**src/rtl/dma_pkg.sv**
```systemverilog
// Shared DMA definitions: AXI encodings, 4 KB page helper and the write-DMA state set.
package dma_pkg;

  localparam logic [2:0] AXI_SIZE_64    = 3'b011;
  localparam logic [1:0] AXI_BURST_INCR = 2'b01;
  localparam logic [1:0] AXI_RESP_OKAY  = 2'b00;

  typedef enum logic [2:0] {
    WR_IDLE,
    WR_ISSUE_AW,
    WR_FETCH_LO,
    WR_FETCH_HI,
    WR_CAPTURE,
    WR_SEND,
    WR_WAIT_B,
    WR_DONE
  } wr_state_e;

  // 8-byte beats left before the next 4 KB boundary (1..512).
  function automatic logic [10:0] page_beats(input logic [8:0] beat_off);
    return 11'd512 - {2'b00, beat_off};
  endfunction

endpackage

```
**src/rtl/axi_burst_calc.sv**
```systemverilog
// Picks the longest INCR burst that respects the length cap, the remaining beats and the 4 KB page.
module axi_burst_calc
  import dma_pkg::*;
#(
  parameter int unsigned ADDR_W = 32
) (
  input  logic [ADDR_W-1:0] addr,
  input  logic [31:0]       beats_left,
  input  logic [7:0]        max_len,
  output logic [7:0]        awlen_c
);

  logic [31:0] left_m1;
  logic [31:0] page_m1;
  logic        unused_addr_bits;

  always_comb begin
    left_m1 = beats_left - 32'd1;
    page_m1 = 32'(page_beats(addr[11:3])) - 32'd1;
    awlen_c = max_len;
    if (left_m1 < 32'(awlen_c)) awlen_c = left_m1[7:0];
    if (page_m1 < 32'(awlen_c)) awlen_c = page_m1[7:0];
  end

  assign unused_addr_bits = ^{addr[ADDR_W-1:12], addr[2:0]};

endmodule

```
**src/rtl/out_wr_dma.sv**
```systemverilog
// Result-BRAM to DDR write DMA: packs two 32-bit results per 64-bit beat, one AXI burst in flight.
module out_wr_dma
  import dma_pkg::*;
#(
  parameter int unsigned AXI_ADDR_W  = 32,
  parameter int unsigned AXI_DATA_W  = 64,
  parameter int unsigned AXI_ID_W    = 4,
  parameter int unsigned STREAM_ID   = 2,
  parameter int unsigned BRAM_ADDR_W = 10,
  parameter logic [7:0]  BURST_LEN   = 8'd15
) (
  input  logic                    clk,
  input  logic                    rst,
  input  logic                    start,
  input  logic [AXI_ADDR_W-1:0]   dst_addr,
  input  logic [31:0]             csr_num_words,
  output logic                    done,
  output logic                    busy,
  output logic                    error,
  output logic [AXI_ID_W-1:0]     m_axi_awid,
  output logic [AXI_ADDR_W-1:0]   m_axi_awaddr,
  output logic [7:0]              m_axi_awlen,
  output logic [2:0]              m_axi_awsize,
  output logic [1:0]              m_axi_awburst,
  output logic                    m_axi_awvalid,
  input  logic                    m_axi_awready,
  output logic [AXI_DATA_W-1:0]   m_axi_wdata,
  output logic [AXI_DATA_W/8-1:0] m_axi_wstrb,
  output logic                    m_axi_wlast,
  output logic                    m_axi_wvalid,
  input  logic                    m_axi_wready,
  input  logic [AXI_ID_W-1:0]     m_axi_bid,
  input  logic [1:0]              m_axi_bresp,
  input  logic                    m_axi_bvalid,
  output logic                    m_axi_bready,
  output logic                    res_rd_en,
  output logic [BRAM_ADDR_W-1:0]  res_rd_addr,
  input  logic [31:0]             res_rd_data
);

  localparam int unsigned WIDX_W    = BRAM_ADDR_W + 1;
  localparam int unsigned STRB_W    = AXI_DATA_W / 8;
  localparam logic [31:0] MAX_WORDS = 32'(2 ** BRAM_ADDR_W);

  wr_state_e         state;
  logic [AXI_ADDR_W-1:0] addr;
  logic [31:0]       beats_left;
  logic [WIDX_W-1:0] num_words_q;
  logic [WIDX_W-1:0] word_idx;
  logic [7:0]        beat_cnt;
  logic              hi_pending;
  logic              armed;
  logic [7:0]        awlen_c;
  logic [8:0]        burst_beats;
  logic              unused_bid;

  assign m_axi_awid    = AXI_ID_W'(STREAM_ID);
  assign m_axi_awsize  = AXI_SIZE_64;
  assign m_axi_awburst = AXI_BURST_INCR;
  assign burst_beats   = 9'(m_axi_awlen) + 9'd1;
  assign unused_bid    = ^m_axi_bid;

  axi_burst_calc #(.ADDR_W(AXI_ADDR_W)) u_burst_calc (
    .addr       (addr),
    .beats_left (beats_left),
    .max_len    (BURST_LEN),
    .awlen_c    (awlen_c)
  );

  always_ff @(posedge clk) begin
    if (rst) begin
      state         <= WR_IDLE;
      addr          <= '0;
      beats_left    <= '0;
      num_words_q   <= '0;
      word_idx      <= '0;
      beat_cnt      <= '0;
      hi_pending    <= 1'b0;
      armed         <= 1'b1;
      done          <= 1'b0;
      busy          <= 1'b0;
      error         <= 1'b0;
      m_axi_awaddr  <= '0;
      m_axi_awlen   <= '0;
      m_axi_awvalid <= 1'b0;
      m_axi_wdata   <= '0;
      m_axi_wstrb   <= '0;
      m_axi_wlast   <= 1'b0;
      m_axi_wvalid  <= 1'b0;
      m_axi_bready  <= 1'b0;
      res_rd_en     <= 1'b0;
      res_rd_addr   <= '0;
    end else begin
      // A held start launches one transfer; it must drop before the next one.
      if (!start) armed <= 1'b1;

      case (state)
        WR_IDLE: begin
          done <= 1'b0;
          if (start && armed) begin
            armed       <= 1'b0;
            error       <= 1'b0;
            addr        <= dst_addr;
            beats_left  <= (csr_num_words + 32'd1) >> 1;
            num_words_q <= WIDX_W'(csr_num_words);
            word_idx    <= '0;
            if (csr_num_words == 32'd0) begin
              done  <= 1'b1;
              state <= WR_DONE;
            end else if (csr_num_words > MAX_WORDS) begin
              error <= 1'b1;
              done  <= 1'b1;
            end else begin
              busy  <= 1'b1;
              state <= WR_ISSUE_AW;
            end
          end
        end

        WR_ISSUE_AW: begin
          if (!m_axi_awvalid) begin
            m_axi_awvalid <= 1'b1;
            m_axi_awaddr  <= addr;
            m_axi_awlen   <= awlen_c;
          end else if (m_axi_awready) begin
            m_axi_awvalid <= 1'b0;
            beat_cnt      <= m_axi_awlen;
            res_rd_en     <= 1'b1;
            res_rd_addr   <= BRAM_ADDR_W'(word_idx);
            word_idx      <= word_idx + WIDX_W'(1);
            state         <= WR_FETCH_LO;
          end
        end

        // Second read is launched here so its data lands in CAPTURE.
        WR_FETCH_LO: begin
          if (word_idx < num_words_q) begin
            res_rd_en   <= 1'b1;
            res_rd_addr <= BRAM_ADDR_W'(word_idx);
            word_idx    <= word_idx + WIDX_W'(1);
            hi_pending  <= 1'b1;
          end else begin
            res_rd_en  <= 1'b0;
            hi_pending <= 1'b0;
          end
          state <= WR_FETCH_HI;
        end

        WR_FETCH_HI: begin
          res_rd_en   <= 1'b0;
          m_axi_wdata <= AXI_DATA_W'(res_rd_data);
          if (hi_pending) begin
            state <= WR_CAPTURE;
          end else begin
            m_axi_wstrb  <= {{(STRB_W/2){1'b0}}, {(STRB_W/2){1'b1}}};
            m_axi_wlast  <= (beat_cnt == 8'd0);
            m_axi_wvalid <= 1'b1;
            state        <= WR_SEND;
          end
        end

        WR_CAPTURE: begin
          m_axi_wdata[AXI_DATA_W-1 -: 32] <= res_rd_data;
          m_axi_wstrb  <= '1;
          m_axi_wlast  <= (beat_cnt == 8'd0);
          m_axi_wvalid <= 1'b1;
          state        <= WR_SEND;
        end

        WR_SEND: begin
          if (m_axi_wready) begin
            m_axi_wvalid <= 1'b0;
            m_axi_wlast  <= 1'b0;
            if (m_axi_wlast) begin
              m_axi_bready <= 1'b1;
              state        <= WR_WAIT_B;
            end else begin
              beat_cnt    <= beat_cnt - 8'd1;
              res_rd_en   <= 1'b1;
              res_rd_addr <= BRAM_ADDR_W'(word_idx);
              word_idx    <= word_idx + WIDX_W'(1);
              state       <= WR_FETCH_LO;
            end
          end
        end

        WR_WAIT_B: begin
          if (m_axi_bvalid) begin
            m_axi_bready <= 1'b0;
            if (m_axi_bresp != AXI_RESP_OKAY) begin
              error <= 1'b1;
              done  <= 1'b1;
              busy  <= 1'b0;
              state <= WR_IDLE;
            end else begin
              addr       <= addr + AXI_ADDR_W'({burst_beats, 3'b000});
              beats_left <= beats_left - 32'(burst_beats);
              if (beats_left == 32'(burst_beats)) begin
                done  <= 1'b1;
                busy  <= 1'b0;
                state <= WR_DONE;
              end else begin
                state <= WR_ISSUE_AW;
              end
            end
          end
        end

        WR_DONE: begin
          if (!start) begin
            done  <= 1'b0;
            state <= WR_IDLE;
          end
        end

        default: state <= WR_IDLE;
      endcase
    end
  end

endmodule

```
**config.mk**
```make
export PLATFORM = sky130hd
export DESIGN_NAME = out_wr_dma
export DESIGN_NICKNAME = d
export VERILOG_FILES = /design/src/rtl/dma_pkg.sv /design/src/rtl/axi_burst_calc.sv /design/src/rtl/out_wr_dma.sv
export SDC_FILE = /design/constraint.sdc
export NUM_CORES = 1
export LEC_CHECK = 0
export CORE_UTILIZATION = 57
export DETAILED_ROUTE_END_ITERATION = 12
export GPL_TIMING_DRIVEN = 0
export PLACE_DENSITY = 0.95
export SLEW_MARGIN = 30
export SYNTH_ARGS = -nofsm -noshare
export SYNTH_HDL_FRONTEND = slang
export SYNTH_SLANG_ARGS = --single-unit
```
**constraint.sdc**
```tcl
create_clock -name clk -period 9.1 [get_ports clk]
set_input_delay 0.91 -clock clk [delete_from_list [all_inputs] [get_ports clk]]
set_output_delay 0.91 -clock clk [all_outputs]
set_load 0.05 [all_outputs]
```
==> summary.md, run 1 <==
| Metric | Value |
|---|---|
| Slew at the pin closest to its max-slew limit | `1030 ps` |
| Period utilisation layout | `0.551` |
| Die Width | `151 µm` |
| # fillers | `1625` |
| Antenna violations before repair | `1` |
| Setup violators final | `0` |
| Ys flop type | `dfxtp_1` |
| Clk buf depth | `3` |
| RSZ-0062 raised after global routing | `false` |
| Commonest cells after routing, fill and taps aside | `285 x nand2_1, 231 x clkdlybuf4s50_1, 223 x dfxtp_1, 183 x a21oi_1, 132 x nor2_1` |
| Fin nets | `2101` |
| Share of layout cells above drive strength 1 | `0.0444` |
| Layout area overhead | `27.7%` |
| Clock sink count | `223` |
| Synthesized area per cell | `7.53 µm²` |
| Initial Utilization | `0.580` |
| Hold depth | `2` |
| First-pass GRT wire length | `74700 µm` |
| Commonest non-fill, non-tap cell in the layout | `nand2_1` |
| Setup CP Type | `reg2reg` |
| Port buffer count | `231` |
| Register-to-Register Path Depth | `16` |
| Number of DRC markers in iteration 0 | `1676` |
| Slew Limit Fails | `0` |
| Hold WS | `455 ps` |
| # rows | `54` |
| Vias in the first global route | `13605` |
| Reg2reg setup slack | `4090 ps` |
| Worst-Skew Late Latency | `550 ps` |
| TritonCTS buffer count | `24` |
| Worst EP required | `9550 ps` |
| TNS Setup | `0 ps` |
| RR Startpoint | `beats_left[19]` |
| Clk pin slew, worst setup/hold paths | `70 ps` |
| Critical Path End Type | `flip-flop` |
| Post-CTS Setup Repair Bufs | `0` |
| Post-DP HPWL | `36100 µm` |
| Number of enable-type register cells in the synthesized netlist | `0` |
| Slew HR | `0.316` |
| Fmax | `0.200 GHz` |
| Worst EP arrival | `5460 ps` |
| Synth Warn # | `0` |
| Largest fanout on the critical path | `8` |
| DR vias | `14556` |
| Comb pwr share | `0.164` |
| Clk pwr share | `0.415` |
| Worst R2R End | `m_axi_awlen[0]` |
| Root Buffer | `clkbuf_16` |
| Vias per cell | `6.49` |
| Clock Skew | `30.0 ps` |
| Cell count after synthesis | `1680` |
| Hold Startpoint | `m_axi_awaddr[11]` |
| Maximum VDD drop | `0.129 mV` |
| All-Layer GR Usage | `0.426` |
| Static Leakage | `5.70 nW` |
| PostCTS Resize Cnt | `0` |
| Pwr Density | `151 nW/µm²` |
| GRT overflow | `0` |
| Yosys cell types | `82` |
| Ys async rst share | `0` |
| CP startpoint kind | `flip-flop` |
| Hold-fix buffers, CTS | `0` |
| Sw Share | `0.288` |
| Psw | `0.703 mW` |
| #FFs+latches synth | `223` |
| DRC | `0` |
| Hold Path Sink | `m_axi_awaddr[11]` |
| Drt first pass iters | `6` |
| Sequential share of the synthesized area | `0.353` |
| Die height | `151 µm` |
| Cell Area, Synth | `12700 µm²` |
| Full die area | `22800 µm²` |
| Routed length per instance | `22.1 µm` |
| IO Pins | `247` |
| CTS tree | `done` |
| Hold Crit Class | `reg2reg` |
| Htree depth | `1` |
| Max-Cap Viols | `0` |
| Status | `complete, no violations` |
| Aggregate routed wire length | `49500 µm` |
| Final Hold Fails | `0` |
| Int Pwr | `1.74 mW` |
| RePlAce Congestion | `1.05` |
| Largest net degree at the start of global routing | `15` |
| Core area | `21800 µm²` |
| Seq pwr share | `0.421` |
| Antenna Nets Post-Route | `0` |
| Final min period | `5010 ps` |
final cells by class:
type	instances	area, µm²	share of cell area
Sequential cell	223	4460	0.276
Tap cell	280	350	0.0217
Inverter	54	203	0.0125
Clock inverter	9	141	0.00874
Antenna cell	1	2.50	0.000155
Buffer	128	546	0.0337
Multi-Input combinational cell	1286	7510	0.464
Timing Repair Buffer	231	2310	0.143
Clock buffer	30	643	0.0398
worst max-delay path, stage by stage (launching register included):
cell and delay, ps:
dfxtp_1 300, clkbuf_1 200, nor3_1 490, nand3b_1 350, xnor2_1 260, o41ai_4 440, nand4b_1 130, or3_1 380
nor2_1 150, ha_1 250, a211oi_1 680, a221oi_1 230, o21bai_1 220, a21oi_2 280, or4_1 210, o211ai_1 150
a21oi_1 170
registers in the layout, summed over array words and instances (netlist names), 10 cells and up:
| signal | cells |
|---|---|
| m_axi_wdata | 64 |
| res_rd_addr | 10 |
| m_axi_awaddr | 32 |
| num_words_q | 11 |
| beats_left | 32 |
| word_idx | 11 |
| addr | 32 |
metal layers:
| metal | part of all wire | GRT usage | up-vias | routed length (µm) |
|---|---|---|---|---|
| li1 | - | - | 6516 | - |
| met1 | 0.37 | 0.532 | 6691 | 18400 |
| met2 | 0.44 | 0.665 | 1101 | 21900 |
| met3 | 0.13 | 0.117 | 246 | 6320 |
| met4 | 0.058 | 0.229 | 2 | 2850 |
| met5 | 0.00016 | 0 | - | 8 |
synth_stat cells, drive strengths merged (9+ instances only):
| cell | number | share of area |
|---|---|---|
| a21o | 9 | 0.0053 |
| buf | 30 | 0.014 |
| a31oi | 14 | 0.0069 |
| xor2 | 32 | 0.022 |
| nor4 | 30 | 0.017 |
| nand4 | 26 | 0.013 |
| o21ai | 77 | 0.030 |
| nand3 | 59 | 0.023 |
| and3 | 14 | 0.0069 |
| a211oi | 24 | 0.014 |
| inv | 54 | 0.016 |
| nand2 | 285 | 0.085 |
| or3 | 27 | 0.013 |
| a21oi | 185 | 0.074 |
| xnor2 | 31 | 0.021 |
| nand2b | 12 | 0.0059 |
| dfxtp | 223 | 0.35 |
| clkbuf | 98 | 0.029 |
| nor2 | 132 | 0.039 |
| and2 | 13 | 0.0064 |
| ha | 43 | 0.043 |
| o22ai | 14 | 0.0074 |
| a22oi | 45 | 0.027 |
| or4 | 15 | 0.0095 |
| o211ai | 12 | 0.0071 |
| nor3 | 54 | 0.021 |
power by group through the flow:
stage          Combinational (mW)  Clock (mW)  Sequential, mW
6_report                    0.400        1.01            1.03
3_3_place_gp                0.375           0            1.05
3_5_place_dp                0.382           0            1.05
4_1_cts                     0.386        1.00            1.03
2_1_floorplan               0.241           0            1.04
5_1_grt                     0.429        1.04            1.03
cell families after synthesis:
kind of cell / Yosys count / synth area share
AOI/OAI and AO/OA: 449 / 0.222
muxes: 12 / 0.0112
DFF: 223 / 0.353
and+or+nand+nor: 704 / 0.265
buffers and inverters: 182 / 0.0591
xor gates and xnor gates: 63 / 0.0436
adders and majority gates: 45 / 0.0457
other: 2 / 0.000593
worst max path at each step:
stage	endpoint	slack, ps	start	cells past startpoint
floorplan	m_axi_awlen[4]	5080	beats_left[0]	16
global placement	m_axi_awlen[0]	4230	beats_left[13]	16
detailed placement	m_axi_awlen[0]	4220	beats_left[9]	16
CTS	m_axi_awlen[0]	4170	beats_left[9]	16
global route	m_axi_awlen[0]	3700	beats_left[9]	16
finish	m_axi_awlen[0]	4090	beats_left[19]	16
stage by stage:
stage	std cells	worst slack, ps	area [µm²]	total power, mW	utilization
finish	2242	4090	16200	2.44	0.741
CTS	2241	4170	16200	2.41	0.740
global placement	2202	4230	15400	1.42	0.704
floorplan	1691	5080	12700	1.28	-
detailed placement	2202	4220	15400	1.43	0.704
global route	2241	3700	16200	2.50	0.741
(Power assumes the default switching activity.)
==> inputs of run 2 (changes only) <==
--- a/config.mk
+++ b/config.mk
@@ -5,10 +5,10 @@
 export SDC_FILE = /design/constraint.sdc
 export NUM_CORES = 1
 export LEC_CHECK = 0
-export CORE_UTILIZATION = 57
+export CORE_UTILIZATION = 48
 export DETAILED_ROUTE_END_ITERATION = 12
 export GPL_TIMING_DRIVEN = 0
-export PLACE_DENSITY = 0.95
+export PLACE_DENSITY = 0.88
 export SLEW_MARGIN = 30
 export SYNTH_ARGS = -nofsm -noshare
 export SYNTH_HDL_FRONTEND = slang
==> constraint.sdc (replaced) <==
create_clock -name clk -period 4.3 [get_ports clk]
set_input_delay 0.43 -clock clk [delete_from_list [all_inputs] [get_ports clk]]
set_output_delay 0.43 -clock clk [all_outputs]
set_load 0.05 [all_outputs]
==> run 2 against run 1 <==
  * Non-clock buffer count grew 10
  * Clock skew fell by 4.1 ps
  * Final area increased by 2.6%
  * Cell count increased by 3.0%
  * Via count is 0.81% lower
  * Power increased by 110%
  * First-iteration DRC count shrank 7.9%
  * Maximum frequency increased by 18%
  * Worst setup slack worse by 4000 ps
  * Utilization down 10 points
  * Critical path depth down 1
  * Die area is 18% higher
  * Critical endpoint unchanged
==> summary.md, run 2 (synthesis results as in run 1) <==
| Metric | Value |
|---|---|
| Status | `complete, no violations` |
| Vias in the first global route | `13492` |
| DRC | `0` |
| GRT met1 Usage | `0.469` |
| # rows | `59` |
| Fmax | `0.236 GHz` |
| Aggregate routed wire length | `49800 µm` |
| # fillers | `2237` |
| Maximum VDD drop | `0.395 mV` |
| Final Hold Fails | `0` |
| Core Util, Final | `0.638` |
| First-pass GRT wire length | `74700 µm` |
| Core area | `26000 µm²` |
| Top reg by flops | `m_axi_wdata` |
| Slew Limit Fails | `0` |
| GRT overflow | `0` |
| Full die area | `27000 µm²` |
| GR peak layer | `met2` |
| Slew HR | `0.368` |
| Largest fanout on the critical path | `8` |
| Seq pwr share | `0.420` |
| Hold Crit Class | `in2reg` |
| Placed instance area | `15400 µm²` |
| Vias per cell | `6.25` |
| Clk buf depth | `3` |
| Antenna violations before repair | `1` |
| Commonest non-fill, non-tap cell in the layout | `nand2_1` |
| Fin nets | `2111` |
| Largest register FFs | `64` |
| Setup CP Type | `reg2reg` |
| Clk pin slew, worst setup/hold paths | `70 ps` |
| TNS Setup | `0 ps` |
| Clock Skew | `26.0 ps` |
| Hold Startpoint | `csr_num_words[10]` |
| All-Layer GR Usage | `0.357` |
| Slew at the pin closest to its max-slew limit | `948 ps` |
| Max-Cap Viols | `0` |
| CP startpoint kind | `flip-flop` |
| RR Startpoint | `beats_left[12]` |
| Pwr Density | `314 nW/µm²` |
| Antenna Nets Post-Route | `0` |
| Drt first pass iters | `7` |
| Psw | `1.52 mW` |
| Worst EP arrival | `4620 ps` |
| DR vias | `14438` |
| Routed length per instance | `21.5 µm` |
| Htree depth | `1` |
| Commonest cells after routing, fill and taps aside | `285 x nand2_1, 231 x clkdlybuf4s50_1, 221 x dfxtp_1, 181 x a21oi_1, 130 x nor2_1` |
| Final instance area | `16600 µm²` |
| Worst-Skew Late Latency | `550 ps` |
| Setup violators final | `0` |
| Share of layout cells above drive strength 1 | `0.0689` |
| Post-Place Worst Slack | `-587 ps` |
| CTS tree | `done` |
| Global routing met2 resource utilization | `0.559` |
| Final min period | `4230 ps` |
| Int Pwr | `3.68 mW` |
| Total area of multi-input combinational cells | `7760 µm²` |
| IO Pins | `247` |
| Layout area overhead | `31.0%` |
| Total power | `5.20 mW` |
| Number of DRC markers in iteration 0 | `1544` |
| Die height | `164 µm` |
| Static Leakage | `5.81 nW` |
| Critical Path End Type | `flip-flop` |
| RePlAce Congestion | `1.00` |
| CP startpoint | `beats_left[12]` |
| Clock sink count | `223` |
| Root Buffer | `clkbuf_16` |
| Post-DP HPWL | `36800 µm` |
| Worst-path cell chain | `nor4_4 > nand4_1 > nor4_2 > xnor2_1 > nand4b_1 > or3_4 > nor2_2 > ha_2 > a211oi_4 > a221oi_2 > o21bai_4 > a21oi_4 > or4_4 > o211ai_1 > a21oi_1` |
| TritonCTS buffer count | `24` |
| Final WS setup | `65.1 ps` |
| Port buffer count | `231` |
| Met3 Track Usage GR | `0.0799` |
| CP peak stage delay | `500 ps` |
| Die Width | `164 µm` |
| Critical path's slowest cell | `nor4_4` |
| Comb pwr share | `0.175` |
| Initial Utilization | `0.487` |
| Clk pwr share | `0.405` |
| Largest net degree at the start of global routing | `14` |
| Sw Share | `0.292` |
| Period utilisation layout | `0.985` |
| FF+latch area | `4470 µm²` |
| Worst EP required | `4680 ps` |
==> run 2: cell count changes in the layout (fill, tap and decap cells not counted), sizes merged <==
cell      change
bufinv        -1
buf          +12
clkbuf        +1
inv           -1
clkinvlp      +1
==> run 2: through the flow <==
step           hold slack (ps)  instances
4_1_cts                    242       2304
6_report                   246       2309
3_5_place_dp               446       2257
3_3_place_gp               439       2257
5_1_grt                    253       2308
2_1_floorplan              432       1691
==> run 2: power groups by stage <==
stage / Combinational [mW] / Sequential (mW) / Clock, mW
finish: 0.912 / 2.19 / 2.11
global route: 0.968 / 2.19 / 2.18
CTS: 0.847 / 2.18 / 2.10
detailed placement: 0.815 / 2.22 / 0
global placement: 0.806 / 2.22 / 0
floorplan: 0.509 / 2.20 / 0
==> run 2: timing repair <==
item                       in CTS  in global routing
hold buffers                    0                  0
setup endpoints to repair       8                  8
setup buffers                   6                  6
gates resized for setup        16                 42
pin swaps                       8                 14
==> run 2: area by class of cell <==
cell class,count,share of cell area
repair buffers,243,0.145
clock inverters,8,0.00709
diodes,1,0.000151
inverters,54,0.0125
clock buffers,33,0.0401
flip-flops and latches,223,0.270
multi-input cells,1286,0.468
plain buffers,126,0.0326
well taps,335,0.0253
==> run 2: final timing paths <==
path                      end  slack [ps]  depth (start not counted)
min reg2reg  m_axi_awaddr[30]         450                          2
min           num_words_q[10]         250                          3
max            m_axi_awlen[0]          70                         15
max reg2reg    m_axi_awlen[0]          70                         15
==> run 2: worst max-delay path, delay by kind of cell (launching register included) <==
kind	cells	cell delay (ps)
xor gates and xnor gates	1	200
DFF	1	420
adders and majority gates	1	210
and+or+nand+nor	7	2090
AOI/OAI and AO/OA	6	1170
==> run 2: layer usage <==
layer	vias to the layer above	share of wire
met5	-	0
met4	0	0.050
met3	176	0.11
met2	911	0.44
met1	6821	0.40
li1	6530	-
